**src/rtl/snitch_icache_event_counters.sv**
```systemverilog
// snitch_icache_event_counters: nine-entry instruction-cache event counter bank with shadow readout.
// Define SNITCH_ICACHE_EVENT_OVF_IRQ_EN to add sticky per-counter overflow flags and the overflow irq.
package snitch_icache_event_pkg;
    typedef struct packed {
        logic l0_miss;
        logic l0_hit;
        logic l0_prefetch;
        logic l0_double_hit;
        logic l0_stall;
    } icache_l0_events_t;

    typedef struct packed {
        logic l1_miss;
        logic l1_hit;
        logic l1_stall;
        logic l1_handler_stall;
    } icache_l1_events_t;
endpackage

module snitch_icache_event_counters
    import snitch_icache_event_pkg::*;
#(
    parameter int unsigned NR_FETCH_PORTS = 2,
    parameter int unsigned CNT_WIDTH      = 32,
    parameter bit          SATURATE       = 1'b0,
    localparam int unsigned NUM_CNT       = 9,
    localparam int unsigned AW            = $clog2(NUM_CNT)
) (
    input  logic                                   clk_i,
    input  logic                                   rst_i,
    input  icache_l0_events_t [NR_FETCH_PORTS-1:0] l0_events_i,
    input  icache_l1_events_t                      l1_events_i,
    input  logic                                   enable_i,
    input  logic                                   clear_i,
    input  logic                                   snapshot_i,
    input  logic                                   rd_req_i,
    input  logic [AW-1:0]                          rd_addr_i,
    output logic                                   rd_valid_o,
    output logic [CNT_WIDTH-1:0]                   rd_data_o,
    output logic                                   rd_err_o,
    output logic [NUM_CNT-1:0]                     ovf_o,
    output logic                                   irq_o
);
    localparam int unsigned SW = CNT_WIDTH + 1;

    logic [CNT_WIDTH-1:0] live_q   [NUM_CNT];
    logic [CNT_WIDTH-1:0] shadow_q [NUM_CNT];
    logic [CNT_WIDTH-1:0] live_d   [NUM_CNT];
    logic [SW-1:0]        inc      [NUM_CNT];
    logic [SW-1:0]        sum      [NUM_CNT];
    logic [NUM_CNT-1:0]   carry;

    // L0 increments are the per-field popcount across ports; L1 increments are single bits.
    always_comb begin
        for (int c = 0; c < NUM_CNT; c++) inc[c] = '0;
        for (int p = 0; p < NR_FETCH_PORTS; p++) begin
            inc[0] = inc[0] + SW'(l0_events_i[p].l0_miss);
            inc[1] = inc[1] + SW'(l0_events_i[p].l0_hit);
            inc[2] = inc[2] + SW'(l0_events_i[p].l0_prefetch);
            inc[3] = inc[3] + SW'(l0_events_i[p].l0_double_hit);
            inc[4] = inc[4] + SW'(l0_events_i[p].l0_stall);
        end
        inc[5] = SW'(l1_events_i.l1_miss);
        inc[6] = SW'(l1_events_i.l1_hit);
        inc[7] = SW'(l1_events_i.l1_stall);
        inc[8] = SW'(l1_events_i.l1_handler_stall);
    end

    always_comb begin
        for (int c = 0; c < NUM_CNT; c++) begin
            sum[c]    = {1'b0, live_q[c]} + inc[c];
            carry[c]  = sum[c][CNT_WIDTH];
            live_d[c] = (SATURATE && carry[c]) ? '1 : sum[c][CNT_WIDTH-1:0];
        end
    end

    // Snapshot copies the pre-edge live values, so a same-cycle clear still lands in the shadow.
    always_ff @(posedge clk_i or posedge rst_i) begin
        if (rst_i) begin
            for (int c = 0; c < NUM_CNT; c++) begin
                live_q[c]   <= '0;
                shadow_q[c] <= '0;
            end
        end else begin
            for (int c = 0; c < NUM_CNT; c++) begin
                if (snapshot_i) shadow_q[c] <= live_q[c];
                if (clear_i) live_q[c] <= '0;
                else if (enable_i) live_q[c] <= live_d[c];
            end
        end
    end

    // Read protocol: rd_req_i is always accepted; rd_valid_o pulses exactly one cycle later with
    // the shadow value sampled at the request edge. rd_data_o holds between responses.
    always_ff @(posedge clk_i or posedge rst_i) begin
        if (rst_i) begin
            rd_valid_o <= 1'b0;
            rd_data_o  <= '0;
            rd_err_o   <= 1'b0;
        end else begin
            rd_valid_o <= rd_req_i;
            if (rd_req_i) begin
                if (rd_addr_i < AW'(NUM_CNT)) begin
                    rd_data_o <= shadow_q[rd_addr_i];
                    rd_err_o  <= 1'b0;
                end else begin
                    rd_data_o <= '0;
                    rd_err_o  <= 1'b1;
                end
            end
        end
    end

`ifdef SNITCH_ICACHE_EVENT_OVF_IRQ_EN
    logic [NUM_CNT-1:0] ovf_q;
    logic [NUM_CNT-1:0] ovf_d;
    logic               irq_q;

    assign ovf_d = ovf_q | (carry & {NUM_CNT{enable_i}});

    always_ff @(posedge clk_i or posedge rst_i) begin
        if (rst_i) begin
            ovf_q <= '0;
            irq_q <= 1'b0;
        end else if (clear_i) begin
            ovf_q <= '0;
            irq_q <= 1'b0;
        end else begin
            ovf_q <= ovf_d;
            irq_q <= |ovf_d;
        end
    end

    assign ovf_o = ovf_q;
    assign irq_o = irq_q;
`else
    assign ovf_o = '0;
    assign irq_o = 1'b0;
`endif

endmodule

```
**config.mk**
```make
export PLATFORM = sky130hd
export DESIGN_NAME = snitch_icache_event_counters
export DESIGN_NICKNAME = d
export VERILOG_FILES = /design/src/rtl/snitch_icache_event_counters.sv
export SDC_FILE = /design/constraint.sdc
export NUM_CORES = 1
export LEC_CHECK = 0
export CORE_ASPECT_RATIO = 0.6
export CORE_MARGIN = 3
export CORE_UTILIZATION = 50
export CTS_BUF_LIST = sky130_fd_sc_hd__clkbuf_16
export DETAILED_ROUTE_END_ITERATION = 7
export DONT_BUFFER_PORTS = 1
export HOLD_SLACK_MARGIN = 0.03
export RECOVER_POWER = 100
export SETUP_SLACK_MARGIN = 0.3
export SKIP_LAST_GASP = 1
export SYNTH_ARGS = -nofsm -noshare
export SYNTH_HDL_FRONTEND = slang
export SYNTH_SLANG_ARGS = --single-unit
```
**constraint.sdc**
```tcl
create_clock -name clk_i -period 29.3 [get_ports clk_i]
set_input_delay 5.86 -clock clk_i [delete_from_list [all_inputs] [get_ports clk_i]]
set_output_delay 5.86 -clock clk_i [all_outputs]
set_load 0.005 [all_outputs]
```
* Word-level counts from Yosys, hierarchy flattened
Cells that the tools add are included.
Widths: inputs -> output; s select.
** Word-level totals
- Input bits :: 24
- Memories :: 0
- Memory bits (writable) :: 0
- Flip-flop bits (word level) :: 610
- Word-level logic and storage cells :: 62
- ROM bits :: 0
- Bits in latches :: 0
- Output and inout port bits :: 44
** Operators by class
- Bitwise operators :: 1
- $mul :: 0
- Equality and inequality tests :: 0
- Shift operators :: 0
- Add/sub/neg operators :: 14
- Reductions and logical operators :: 1
- Magnitude comparators :: 2
- Div/mod/pow operators :: 0
- Muxes and demuxes :: 23
** Operators with widths (number)
- $mux 32 :: 21
- $add 32x2->32 :: 5
- $add 32x1->32 :: 4
- $bmux 32 s4 :: 1
- $add 1x1->2 :: 5
- $ge 5x5->1 const B :: 1
- $not 4->5 :: 1
- $lt 4x4->1 const B :: 1
- $reduce_bool 2->1 :: 1
- $mux 1 :: 1

* Depth between registers and ports, before layout
- Word-level depth :: 5
- Mapped depth :: 8

* Worst setup path after synthesis
No wires, ideal clock.
- Path type :: input -> register
- From :: in l0_events_i[1] (netlist name)
- To :: reg live_q[182] (netlist name)
- Arrival :: 7.337 ns
- Required time :: 29.168 ns
- Cell stages on the path :: 7
- Setup time :: 0.132 ns
- Slack :: 21.832 ns
- Buffers on the path :: 0
- Cell sequence :: fa_1 > ha_1 > o2111ai_1 > nor4_4 > nand4_1 > xnor2_1 > nor2_1
** On the way
- Longest elaborated chain between the ends :: 4
** RTL lines
- start: declaration :: RTL line 31 : input icache_l0_events_t [NR_FETCH_PORTS-1:0] l0_events_i,
- $add 1x1->2 :: RTL line 60 : inc[3] = inc[3] + SW'(l0_events_i[p].l0_double_hit);
- $add 32x2->32 :: RTL line 71 : sum[c] = {1'b0, live_q[c]} + inc[c];
- $mux 32 :: RTL line 88 : else if (enable_i) live_q[c] <= live_d[c];
- $mux 32 :: RTL line 87 : if (clear_i) live_q[c] <= '0;
- end signal: indexed assignment :: RTL line 88
- end: declaration :: RTL line 46 : logic [CNT_WIDTH-1:0] live_q [NUM_CNT];
No other way between the ends. The select of a mux whose other input is x is not followed.
A chain may end at the register's enable or synchronous reset.

==> flow_metrics.env <==
export IMPL_cap_violations=15
export IMPL_grt_pass1_vias=18350
export IMPL_grt_total_usage_pct=23.88
export IMPL_ys_types=47
export IMPL_layout_min_cycle_time_ns=14.27
export IMPL_post_cts_buffers=0
export IMPL_nFillCells=4704
export IMPL_grt_overflow=0
export IMPL_tritoncts="done"
export IMPL_postSynthAreaPerCell_um2=11.54
export IMPL_drive_gt1_share_pct=16.92
export IMPL_firstDrtPassIters=5
export IMPL_core_area_mm2=0.05508
export IMPL_ys_warn_count=0
export IMPL_clock_skew_ns=0.01709
export IMPL_finalSetupTns_ns=0
export IMPL_ctsResizeCount=0
export IMPL_path_clk_slew_ns=0.06
export IMPL_synth_compound_area_share_pct=4.326
export IMPL_syn_area_mm2=0.02832
export IMPL_gp_congestion=0.8159
export IMPL_initial_core_util_pct=51.41
export IMPL_die_area_mm2=0.05962
export IMPL_violations="max-capacitance violations, max-slew violations"
export IMPL_arrival_ns=14.00
export IMPL_cts_hold_buf=0
export IMPL_ios=68
export IMPL_hold_viol_final=0
export IMPL_nets=2452
export IMPL_cts_made_buffers=57
export IMPL_layout_commonest_cell="dfrtp_1"
export IMPL_drv_slew=555
export IMPL_vias=18940
export IMPL_relSlewSlack_pct=-187.6
export IMPL_rows=66
export IMPL_portBuffers=0
export IMPL_power_total_mw=1.633
export IMPL_fp_dieW_um=313.2
export IMPL_synth_xor_area_share_pct=7.639
export IMPL_drc=0
export IMPL_drtIter0Drc=1658
export IMPL_status="complete, but fails checks"
export IMPL_hold_path_class="flop to flop"
export IMPL_postSynthCellCount=2453
export IMPL_timing_fmax_mhz=70.08
export IMPL_grt_start_max_net_pins=310
export IMPL_crit_type="input pin to asynchronous set/reset pin"
export IMPL_rsz0062_at_grt="no"
export IMPL_yosys_area_share_simple_pct=15.14
export IMPL_synthAdderAreaFrac_pct=0.9278
export IMPL_ys_ff_latch=610
export IMPL_clk_path_buf_depth=3
export IMPL_grt_pass1_wl_um=111400
export IMPL_via_per_inst=5.906
export IMPL_post_dp_hpwl_um=47070
export IMPL_leakage_nw=13.71
export IMPL_final_cell_mix="dfrtp_1 (610), nor2_1 (366), mux2_2 (288), xor2_1 (181), nand4_1 (106)"
export IMPL_avgRoutedWirePerCell_um=22.00
export IMPL_cts_sinks=610
export IMPL_tightest_slew_ns=4.290
export IMPL_clk_insertion_delay_late_ns=0.60
export IMPL_worstPathRequired_ns=29.03
export IMPL_antenna_found_initial=0
export IMPL_finalSetupViolCount=0
export IMPL_crit_fanout=97
export IMPL_crit_path_end_kind="asynchronous set/reset pin"
export IMPL_area_growth_pct=7.759
export IMPL_htreeDepth=2
export IMPL_wirelength_um=70540
export IMPL_power_density_mw_per_mm2=53.51
export IMPL_fin_crit_sh_pct=48.70
export IMPL_synth_top_family_by_area="multiplexers"
export IMPL_die_y_um=190.3
export IMPL_synth_seq_area_share_pct=53.90
export IMPL_root_buffer="clkbuf_16"
export IMPL_synthMuxAreaShare_pct=15.76
export IMPL_drtAntennaViolNets=0
export IMPL_peakVddDrop_mv=0.04658
export IMPL_cp_start_kind="input pin"
export IMPL_diodes=0
[per-layer routing]
layer | share of wire [%] | GRT usage [%]
met1 | 51 | 39.35
met4 | 1.8 | 4.644
met3 | 6.1 | 4.171
met2 | 41 | 32.54
met5 | 0.086 | 0.8117
[final cells by class]
cell class	count	area (µm²)	share of cell area, %
flip-flops and latches	610	15260	50.02
multi-input cells	1697	12340	40.44
clock buffers	59	1476	4.838
well taps	748	935.9	3.067
clock inverters	49	300.3	0.9841
repair buffers	18	98.84	0.3239
inverters	26	98.84	0.3239
[path summary, 6_finish.rpt]
| check | slack, ns | start | depth (start not counted) | endpoint |
|---|---|---|---|---|
| hold reg to reg | 0.50 | shadow_q[107]$_DFFE_PP0P_ | 1 | shadow_q[107]$_DFFE_PP0P_ |
| max in group clk_i | 20.30 | l0_events_i[2] | 6 | live_q[223]$_DFFE_PP0P_ |
| hold / removal | 0.50 | shadow_q[107]$_DFFE_PP0P_ | 1 | shadow_q[107]$_DFFE_PP0P_ |
| min in group asynchronous | 6.45 | rst_i | 1 | live_q[130]$_DFFE_PP0P_ |
| setup reg to reg | 25.05 | live_q[197]$_DFFE_PP0P_ | 5 | live_q[223]$_DFFE_PP0P_ |
| setup / recovery | 15.03 | rst_i | 3 | shadow_q[90]$_DFFE_PP0P_ |
[where the power goes]
group | internal (mW) | switching, mW
registers | 0.852 | 0.0102
clock network | 0.390 | 0.327
logic | 0.0217 | 0.0316
[cell families after synthesis]
family,Yosys count
AO/OA/AOI/OAI,192
XOR/XNOR,247
adder cells (fa/ha/maj),18
buffers and inverters,155
flip-flops,610
multiplexers,370
other,1
AND/OR/NAND/NOR,860
[flip-flops by register name (all words and copies together) (netlist names)]
| signal | flops |
|---|---|
| shadow_q | 288 |
| rd_err_o | 1 |
| rd_data_o | 32 |
| rd_valid_o | 1 |
| live_q | 288 |
[Yosys cell counts, drive strengths merged]
cell type  number  area (µm²)
and3           31       193.9
or4b            1       10.01
nand2          94       352.8
ha             13       162.7
xor2          181        1585
inv            24       90.09
dfrtp         610       15260
nor4           39       375.4
o2111ai         9       78.83
fa              5       100.1
and2            7       43.79
or4             4       30.03
o41ai           1       8.760
nor2          366        1374
nor3           30       155.1
nand3          97       490.5
clkinv          2       7.510
or2             4       25.03
nand4         106       663.1
o21ai          23       115.1
nor4b           2       17.52
a21o            1       7.510
or3            19       118.9
a2111oi        32       280.3
mux2i          50       500.5
o211ai          8       60.06
conb            1       3.750
xnor2          66       578.1
mux2          288        3243
buf            35       197.7
nor4bb          1       10.01
o311ai          1       8.760
mux4           32       720.7
a21oi          85       425.4
and4           22       192.7
or3b            1       8.760
nor2b          36       225.2
a211oi         32       240.2
clkbuf         94       352.8
[per-stage QoR]
stage	util [%]	std cells	hold WS [ns]	area, µm²	setup slack, ns
after CTS	55.75	3207	0.5016	30710	21.66
final	55.40	3207	0.5002	30520	15.03
after global routing	55.40	3207	0.5141	30520	13.24
after detailed placement	52.52	3099	0.4875	28930	21.02
after global placement	52.52	3099	0.4837	28930	21.05
after floorplan	-	2462	0.4727	28350	6.362
[worst max-delay path, cell delays in order]
cell,delay [ns]
clkinvlp_2,2.35
clkbuf_1,2.57
clkbuf_1,3.07
Note: power is estimated with default switching activity, not from simulation.
